## config.mk

```make
export PLATFORM = sky130hd
export DESIGN_NAME = block_sram_writer
export DESIGN_NICKNAME = d
export VERILOG_FILES = /design/src/rtl/jpeg_pkg.sv /design/src/rtl/block_row_packer.sv /design/src/rtl/block_sram_writer.sv
export SDC_FILE = /design/constraint.sdc
export NUM_CORES = 2
export LEC_CHECK = 0
export CORE_ASPECT_RATIO = 0.5
export CORE_MARGIN = 3
export CORE_UTILIZATION = 49
export CTS_BUF_LIST = sky130_fd_sc_hd__clkbuf_4
export CTS_CLUSTER_DIAMETER = 80
export DETAILED_ROUTE_END_ITERATION = 10
export GPL_TIMING_DRIVEN = 0
export PLACE_DENSITY = 0.84
export SLEW_MARGIN = 20
export SYNTH_ARGS = -nofsm -noshare
export SYNTH_HDL_FRONTEND = slang
export SYNTH_HIERARCHICAL = 1
export SYNTH_SLANG_ARGS = --single-unit
```

## constraint.sdc

```tcl
create_clock -name clk -period 4.88 [get_ports clk]
set_clock_uncertainty 0.1 [all_clocks]
set_input_delay 0.488 -clock clk [delete_from_list [all_inputs] [get_ports clk]]
set_output_delay 0.488 -clock clk [all_outputs]
set_load 0.005 [all_outputs]
```

## src/rtl/jpeg_pkg.sv

```systemverilog
// Shared JPEG pipeline constants: component ids, block SRAM geometry and the
// block writer state encoding.
package jpeg_pkg;

  localparam int unsigned COMP_Y          = 0;
  localparam int unsigned COMP_CB         = 1;
  localparam int unsigned COMP_CR         = 2;
  localparam int unsigned NUM_COMPS       = 3;

  localparam int unsigned BLOCKS_PER_COMP = 575;
  localparam int unsigned SRAM_ADDR_W     = 11;
  localparam int unsigned ROWS_PER_BLOCK  = 8;
  localparam int unsigned PIXEL_ROW_W     = 64;
  localparam int unsigned BLOCK_BITS      = ROWS_PER_BLOCK * PIXEL_ROW_W;

  typedef enum logic [2:0] {
    StIdle,
    StRunY,
    StRunCb,
    StRunCr,
    StLastWr,
    StDone
  } writer_state_e;

  // Component whose blocks are streamed while in the given state.
  function automatic logic [1:0] comp_of(writer_state_e st);
    case (st)
      StRunCb: return 2'(COMP_CB);
      StRunCr: return 2'(COMP_CR);
      default: return 2'(COMP_Y);
    endcase
  endfunction

endpackage

```

## src/rtl/block_row_packer.sv

```systemverilog
// Collects block rows into a row buffer and presents the packed block word
// combinationally on the cycle the final row is accepted.
module block_row_packer #(
  parameter int unsigned ROW_W = 64,
  parameter int unsigned ROWS  = 8
) (
  input  logic                  clk,
  input  logic                  rst_n,
  input  logic                  clear,
  input  logic                  accept,
  input  logic [ROW_W-1:0]      row,
  output logic [ROWS*ROW_W-1:0] packed_word,
  output logic                  block_complete
);

  localparam int unsigned CNT_W  = $clog2(ROWS);
  localparam int unsigned WORD_W = ROWS * ROW_W;
  localparam logic [CNT_W-1:0] LAST_ROW = CNT_W'(ROWS - 1);

  // The final row bypasses the buffer, so only ROWS-1 slots are stored.
  logic [ROW_W-1:0] row_buf_q [ROWS-1];
  logic [CNT_W-1:0] row_cnt_q;

  assign block_complete = accept && (row_cnt_q == LAST_ROW);

  always_ff @(posedge clk or negedge rst_n) begin
    if (!rst_n) begin
      row_cnt_q <= '0;
      for (int i = 0; i < int'(ROWS) - 1; i++) begin
        row_buf_q[i] <= '0;
      end
    end else if (clear) begin
      row_cnt_q <= '0;
    end else if (accept) begin
      if (row_cnt_q == LAST_ROW) begin
        row_cnt_q <= '0;
      end else begin
        row_buf_q[row_cnt_q] <= row;
        row_cnt_q            <= row_cnt_q + CNT_W'(1);
      end
    end
  end

  // Row 0 lands in the most significant slice.
  always_comb begin
    packed_word = '0;
    for (int i = 0; i < int'(ROWS) - 1; i++) begin
      packed_word[WORD_W-1-i*ROW_W -: ROW_W] = row_buf_q[i];
    end
    packed_word[ROW_W-1:0] = row;
  end

endmodule

```

## src/rtl/block_sram_writer.sv

```systemverilog
// Streams Y, Cb and Cr 8x8 blocks row by row into the block SRAM, one 512-bit
// word per block, at the interleaved address 3*block + comp.
module block_sram_writer #(
  parameter int unsigned BLOCKS_PER_COMP = 575,
  parameter int unsigned ADDR_W          = 11,
  parameter int unsigned ROW_W           = 64
) (
  input  logic               clk,
  input  logic               rst_n,
  input  logic               start,
  input  logic               in_valid,
  output logic               in_ready,
  input  logic [ROW_W-1:0]   in_row,
  output logic [ADDR_W-1:0]  sram_waddr,
  output logic [8*ROW_W-1:0] sram_wdata,
  output logic               sram_wen,
  output logic               busy,
  output logic               done
);

  import jpeg_pkg::*;

  localparam int unsigned BLK_W  = $clog2(BLOCKS_PER_COMP);
  localparam int unsigned WORD_W = 8 * ROW_W;

  writer_state_e state_q, state_d;

  logic [BLK_W-1:0]  blk_q, blk_d;
  logic [ADDR_W-1:0] addr_q, addr_d;
  logic [ADDR_W-1:0] waddr_q;
  logic [WORD_W-1:0] wdata_q;
  logic              wen_q;

  logic              accept;
  logic              block_complete;
  logic              last_block;
  logic              comp_done;
  logic [WORD_W-1:0] packed_word;

  assign accept     = in_valid && in_ready;
  assign last_block = (blk_q == BLK_W'(BLOCKS_PER_COMP - 1));
  assign comp_done  = block_complete && last_block;

  block_row_packer #(
    .ROW_W (ROW_W),
    .ROWS  (8)
  ) u_packer (
    .clk            (clk),
    .rst_n          (rst_n),
    .clear          (state_q == StIdle),
    .accept         (accept),
    .row            (in_row),
    .packed_word    (packed_word),
    .block_complete (block_complete)
  );

  always_ff @(posedge clk or negedge rst_n) begin
    if (!rst_n) begin
      state_q <= StIdle;
    end else begin
      state_q <= state_d;
    end
  end

  always_comb begin
    state_d = state_q;
    unique case (state_q)
      StIdle:   if (start) state_d = StRunY;
      StRunY:   if (comp_done) state_d = StRunCb;
      StRunCb:  if (comp_done) state_d = StRunCr;
      StRunCr:  if (comp_done) state_d = StLastWr;
      StLastWr: state_d = StDone;
      StDone:   state_d = StIdle;
      default:  state_d = StIdle;
    endcase
  end

  always_comb begin
    in_ready = 1'b0;
    busy     = 1'b1;
    done     = 1'b0;
    unique case (state_q)
      StIdle:                    busy     = 1'b0;
      StRunY, StRunCb, StRunCr:  in_ready = 1'b1;
      StDone:                    done     = 1'b1;
      default:                   ;
    endcase
  end

  // Block count and address advance together; on a component change the
  // address is reloaded with the offset of the component being entered.
  always_comb begin
    blk_d  = blk_q;
    addr_d = addr_q;
    if (state_q == StIdle) begin
      blk_d  = '0;
      addr_d = ADDR_W'(COMP_Y);
    end else if (block_complete) begin
      if (last_block) begin
        blk_d  = '0;
        addr_d = ADDR_W'(comp_of(state_d));
      end else begin
        blk_d  = blk_q + BLK_W'(1);
        addr_d = addr_q + ADDR_W'(NUM_COMPS);
      end
    end
  end

  always_ff @(posedge clk or negedge rst_n) begin
    if (!rst_n) begin
      blk_q  <= '0;
      addr_q <= '0;
    end else begin
      blk_q  <= blk_d;
      addr_q <= addr_d;
    end
  end

  // SRAM port registers hold the last word between write strobes.
  always_ff @(posedge clk or negedge rst_n) begin
    if (!rst_n) begin
      wen_q   <= 1'b1;
      waddr_q <= '0;
      wdata_q <= '0;
    end else begin
      wen_q <= !block_complete;
      if (block_complete) begin
        waddr_q <= addr_q;
        wdata_q <= packed_word;
      end
    end
  end

  assign sram_wen   = wen_q;
  assign sram_waddr = waddr_q;
  assign sram_wdata = wdata_q;

endmodule

```

After elaboration in Yosys (flattened, before gate mapping) --
Cells that the tools add are included.
Cells by class: $add $sub $neg 3, $lt $le $gt $ge 2, equality and inequality tests 9, multiplexer cells 21, bitwise gates (word level) 3, reduce and logical (&&, ||, !) cells 10
Operator list (count):
- 448-bit bitwise mux | 1
- 64-bit demux with 3-bit select | 1
- 64-bit 2-to-1 mux | 1
- 11-bit 2-to-1 mux | 3
- 10-bit 2-to-1 mux | 3
- 3-bit 2-to-1 mux | 7
- 3-bit case mux with 5 select lines | 1
- 3-bit by 2-bit equality test with 1-bit output (second input constant) | 4
- 11-bit by 2-bit adder with 11-bit output (second input constant) | 1
- 10-bit by 1-bit adder with 10-bit output (second input constant) | 1
- 10-bit equality test (second input constant) | 1
- 3-bit equality test (second input constant) | 3
- 4-bit greater-or-equal comparator (second input constant) | 1
- 1-bit logical AND | 4
- 4-bit by 1-bit < comparator with 1-bit output (second input constant) | 1
- 3-bit inverter with 4-bit output | 1
- 2-bit case mux with 2 select lines | 1
- 2-bit nonzero test | 2
- 3-bit by 1-bit adder with 3-bit output (second input constant) | 1
- 3-bit by 1-bit equality test with 1-bit output (second input constant) | 1
- 3-bit logical NOT | 1
- 1-bit 2-to-1 mux | 3
- 3-bit AND reduction | 1
- 3-bit OR reduction | 1
- 2 further kinds | 3
Word-level totals: bits in registers 999, input bits 68, output and inout port bits 527

Longest topological paths before layout --
depth after elaboration 13, mapped depth 11

Cells and area by module --
Netlist, hierarchy kept.
Modules (own cells, without submodules):
- block_sram_writer | instances 1, cells each 1246, area an instance 20667.3 um^2, sequential area each 13714.4 um^2
- block_row_packer | instances 1, cells each 1034, area an instance 17495.5 um^2, sequential area each 11285.8 um^2

Least setup slack after synthesis --
OpenSTA, ideal clock, no wires.
path kind reg-to-reg, from reg u_packer.row_cnt_q[1], to reg u_packer.row_buf_q, in the netlist u_packer/packed_word[195], library setup time 125 ps, arrival time 2270 ps, required time 4655 ps, setup slack 2385 ps, stages on the path, launching flop included 8, period minus slack after synthesis 2495 ps, path through dfrtp_1 -> ha_1 -> ha_1 -> or3b_1 -> or4_1 -> buf_4 -> buf_8 -> mux2_4
On the way: longest elaborated chain between the ends 6
Ends and longest elaborated chain:
- from (decl) | line block_row_packer.sv:22 | logic [CNT_W-1:0] row_cnt_q;
- from (signal assigned) | line block_row_packer.sv:39 | row_cnt_q <= row_cnt_q + CNT_W'(1);
- 3-bit inverter with 4-bit output (implied by the code) | line block_row_packer.sv:38 | row_buf_q[row_cnt_q] <= row;
- 4-bit greater-or-equal comparator (implied by the code) or 4-bit by 1-bit < comparator with 1-bit output (tied branches) | line block_row_packer.sv:38
- 1-bit logical AND (implied by the code) | line block_row_packer.sv:38
- 64-bit 2-to-1 mux (implied by the code) | line block_row_packer.sv:38
- 64-bit demux with 3-bit select | line block_row_packer.sv:38
- 448-bit bitwise mux | line block_row_packer.sv:38
- to (signal, indexed assignment) | line block_row_packer.sv:38
- to (decl) | line block_row_packer.sv:21 | logic [ROW_W-1:0] row_buf_q [ROWS-1];
Parallel ways exist; a longest one is shown, timed or not. A chain may end at the register's enable or synchronous reset.

Worst setup path in the final report --
from reg state_q[2], to reg wdata_q[441] (netlist: sram_wdata[441])
On the way: longest elaborated chain between the ends 5
Ends and longest elaborated chain:
- from (decl) | line block_sram_writer.sv:26 | writer_state_e state_q, state_d;
- from (signal assigned) | line block_sram_writer.sv:59 | state_q <= StIdle;
- from (signal assigned) | line block_sram_writer.sv:61 | state_q <= state_d;
- 3-bit by 1-bit equality test with 1-bit output or 3-bit by 2-bit equality test with 1-bit output (tied branches) | line block_sram_writer.sv:82 | unique case (state_q)
- 3-bit OR reduction * | line block_sram_writer.sv:82
- 1-bit 2-to-1 mux * | line block_sram_writer.sv:82
- 1-bit logical AND * | line block_sram_writer.sv:40 | assign accept = in_valid && in_ready;
- net accept | line block_sram_writer.sv:34 | logic accept;
- 1-bit logical AND * | line block_row_packer.sv:24 | assign block_complete = accept && (row_cnt_q == LAST_ROW);
- net block_complete | line block_sram_writer.sv:35 | logic block_complete;
- to (signal assigned) | line block_sram_writer.sv:129 | wdata_q <= packed_word;
- to (decl) | line block_sram_writer.sv:31 | logic [WORD_W-1:0] wdata_q;
The timed path passes the listed nets; every way through them passes the cells marked *.

==> flow_metrics.env <==
export IMPL_status="complete, no violations"
export IMPL_ys_warn_count=6
export IMPL_routedWlPerCell_um=23.7
export IMPL_report_final_slew_viol_count=0
export IMPL_critical_path_class="register to register"
export IMPL_startpoint_type="register"
export IMPL_synth_top_area_share_pct=65.4
export IMPL_design_core_area_um2=76100
export IMPL_ctsResizeCount=0
export IMPL_drive_above_1_share_pct=45.9
export IMPL_combPwrFrac_pct=29.0
export IMPL_cp_required_ps=5600
export IMPL_netlist_top_cells_area="dfrtp_1, mux2_2, mux2_4, buf_4, buf_2"
export IMPL_clkLatencyLatePin_ps=970
export IMPL_final_area_um2=48500
export IMPL_ys_seq_elements=999
export IMPL_synth_area_um2=38200
export IMPL_swShare_pct=28.0
export IMPL_p_leak_nw=23.0
export IMPL_dp_hpwl_mm=71.7
export IMPL_netlist_instances=2280
export IMPL_hp_class="input pin to asynchronous set/reset pin"
export IMPL_fin_crit_ps=3530
export IMPL_grt_pass1_vias=24300
export IMPL_rows=71
export IMPL_synth_cell_types=53
export IMPL_seq_power_share_pct=47.6
export IMPL_area_growth_pct=27.0
export IMPL_syn_nets=2353
export IMPL_powerDensity_nw_per_um2=561
export IMPL_ant_nets=0
export IMPL_clk_pin_slew_worst_paths_ps=70
export IMPL_tightest_slew_ps=1180
export IMPL_grt_overflow_total=0
export IMPL_htreeDepth=4
export IMPL_clk_path_buf_depth=3
export IMPL_cts_buffers=212
export IMPL_die_x_um=401
export IMPL_r2r_start="state_q[2]"
export IMPL_vias=22600
export IMPL_boundaryPins=595
export IMPL_cp_end_kind="register"
export IMPL_path_cells="clkbuf_1 -> nor2_1 -> and2_1 -> buf_2 -> and2_1 -> buf_4 -> clkbuf_1 -> buf_2 -> mux2_2"
export IMPL_synth_top_area_cell="dfrtp_1"
export IMPL_gp_congestion=0.830
export IMPL_setup_tns_final_ps=0
export IMPL_fmaxAchievable_mhz=283
export IMPL_synth_common_cells="dfrtp_1, mux2_2, buf_2, buf_4, mux2_4"
export IMPL_ys_async_sr_fraction_pct=100
export IMPL_grt_pass1_wl_mm=153
export IMPL_firstDrtPassIters=5
export IMPL_synthFlopType="dfrtp_1"
export IMPL_holdWs_ps=157
export IMPL_viasPerCell=5.26
export IMPL_vdd_ir_drop_max_uv=237
export IMPL_ys_seq_area_share_pct=65.5
export IMPL_postSynthAreaPerCell_um2=16.7
export IMPL_p_sw_mw=7.60
export IMPL_placed_cell_area_um2=45700
export IMPL_start_util_pct=50.1
export IMPL_period_share_pct=72.4
export IMPL_cp_max_fo=10
export IMPL_grt_use_total_pct=24.9
export IMPL_crit_buf_inv=5
export IMPL_p_clk_share_pct=23.5
export IMPL_maxCapViolCount=0
export IMPL_setup_violations=0
export IMPL_antenna_found_initial=4
export IMPL_synth_most_common_cell="dfrtp_1"
export IMPL_portBuffers=594
export IMPL_die_area_um2=81500
export IMPL_hold_violations=0
export IMPL_cp_startpoint="state_q[2]"
export IMPL_cts_tree="done"
export IMPL_synth_enable_flop_cells=0
export IMPL_grt_max_degree=159
export IMPL_ctsRootBufferMaster="clkbuf_4"
export IMPL_rsz0062_at_grt="no"
export IMPL_p_int_mw=19.6
export IMPL_slowest_delay_ps=880
export IMPL_slew_headroom_pct=21.3
export IMPL_nNetsFinal=3175
export IMPL_die_y_um=203
export IMPL_cp_top_family="buffers and inverters"
export IMPL_slowest_stage="clkbuf_1"
export IMPL_drt_wl_total_mm=102
export IMPL_finish_utilization_pct=63.7
export IMPL_first_iter_violations=1274
export IMPL_arrival_ps=4250
export IMPL_drc=0
export IMPL_cts_sinks=999
-- worst min-delay path, cell delays in order --
cell and delay, ps:
dlygate4sd3_1 620, buf_16 190, buf_16 340
-- logic make-up (layout without fill, tap and decap cells) --
group	count (synthesis)	in the layout	synth area share [%]
buffers and inverters	185	1164	3.00
flip-flops	999	999	65.5
XOR/XNOR	12	12	0.275
multiplexers	972	972	29.3
AND/OR/NAND/NOR	65	65	0.984
other	0	3	0
AO/OA/AOI/OAI	42	42	0.803
adder cells (fa/ha/maj)	5	5	0.164
-- timing repair --
action,in CTS,in global routing
hold buffers,3,0
hold endpoints to repair,448,0
buffers inserted,0,0
-- final timing paths --
kind                                            end  slack (ps)  depth (start not counted)
hold / removal             u_packer/packed_word[70]         160                          3
hold reg to reg                     sram_wdata[455]         380                          1
max in group asynchronous           sram_wdata[293]        3160                          5
setup reg to reg                    sram_wdata[441]        1350                          9
setup / recovery                    sram_wdata[441]        1350                          9
min in group clk           u_packer/packed_word[94]         280                          2
-- cell usage in the layout, fill, tap and decap left out, types with 3 or more instances in the layout --
cell type        instances
dfrtp_1                998
mux2_2                 905
clkdlybuf4s50_1        593
clkbuf_4               330
buf_2                   86
buf_4                   67
mux2_4                  60
clkinv_1                28
nor2_1                  18
o21ai_0                 11
xor2_1                  11
buf_16                  10
buf_8                    8
inv_1                    7
clkbuf_1                 7
a21oi_1                  7
buf_1                    7
nand2_1                  7
mux2_1                   6
nand3_1                  5
a31oi_1                  5
o2111ai_1                5
ha_1                     5
clkinv_2                 5
and3_1                   4
nand3b_1                 4
diode_2                  3
or3_1                    3
buf_6                    3
a41oi_1                  3
nor3_1                   3
o211ai_1                 3
bufinv_16                3
inv_2                    3
-- routing by layer --
metal / share of wire [%] / GRT usage, %
met5: 0 / 0
met2: 51 / 43.1
met1: 39 / 28.9
met4: 6.5 / 15.7
met3: 3.7 / 4.80
-- flip-flops by register name, indices dropped and copies added, names as in the netlist --
name and flops:
u_packer/row_cnt_q 3, blk_q 10, sram_wdata 512, u_packer/packed_word 448
sram_waddr 11, addr_q 11, sram_wen 1, state_q 3
-- power groups by stage --
stage               Combinational [mW]  Sequential [mW]  Clock (mW)
floorplan                         3.61             12.7           0
global placement                  7.61             13.0           0
detailed placement                7.92             13.1           0
CTS                               7.96             12.9        6.57
global route                      8.26             13.3        7.03
finish                            7.87             12.9        6.39
-- cell type report --
cell class / instances / area, um^2
repair buffers: 608 / 6270
fillers: 5418 / 27700
plain buffers: 177 / 1110
clock buffers: 330 / 2480
diodes: 3 / 7.51
flip-flops and latches: 999 / 25000
well taps: 1022 / 1280
clock inverters: 41 / 246
multi-input cells: 1096 / 12000
inverters: 8 / 37.5
-- per-stage QoR --
step | cells | setup WS, ps | power [mW]
CTS | 4281 | 1290 | 27.5
finish | 4284 | 1350 | 27.2
global route | 4283 | 1250 | 28.6
floorplan | 2280 | 2380 | 16.3
global placement | 3896 | -39720 | 20.6
detailed placement | 3907 | 1150 | 21.0
No activity file was read; power rests on OpenSTA's default activity.
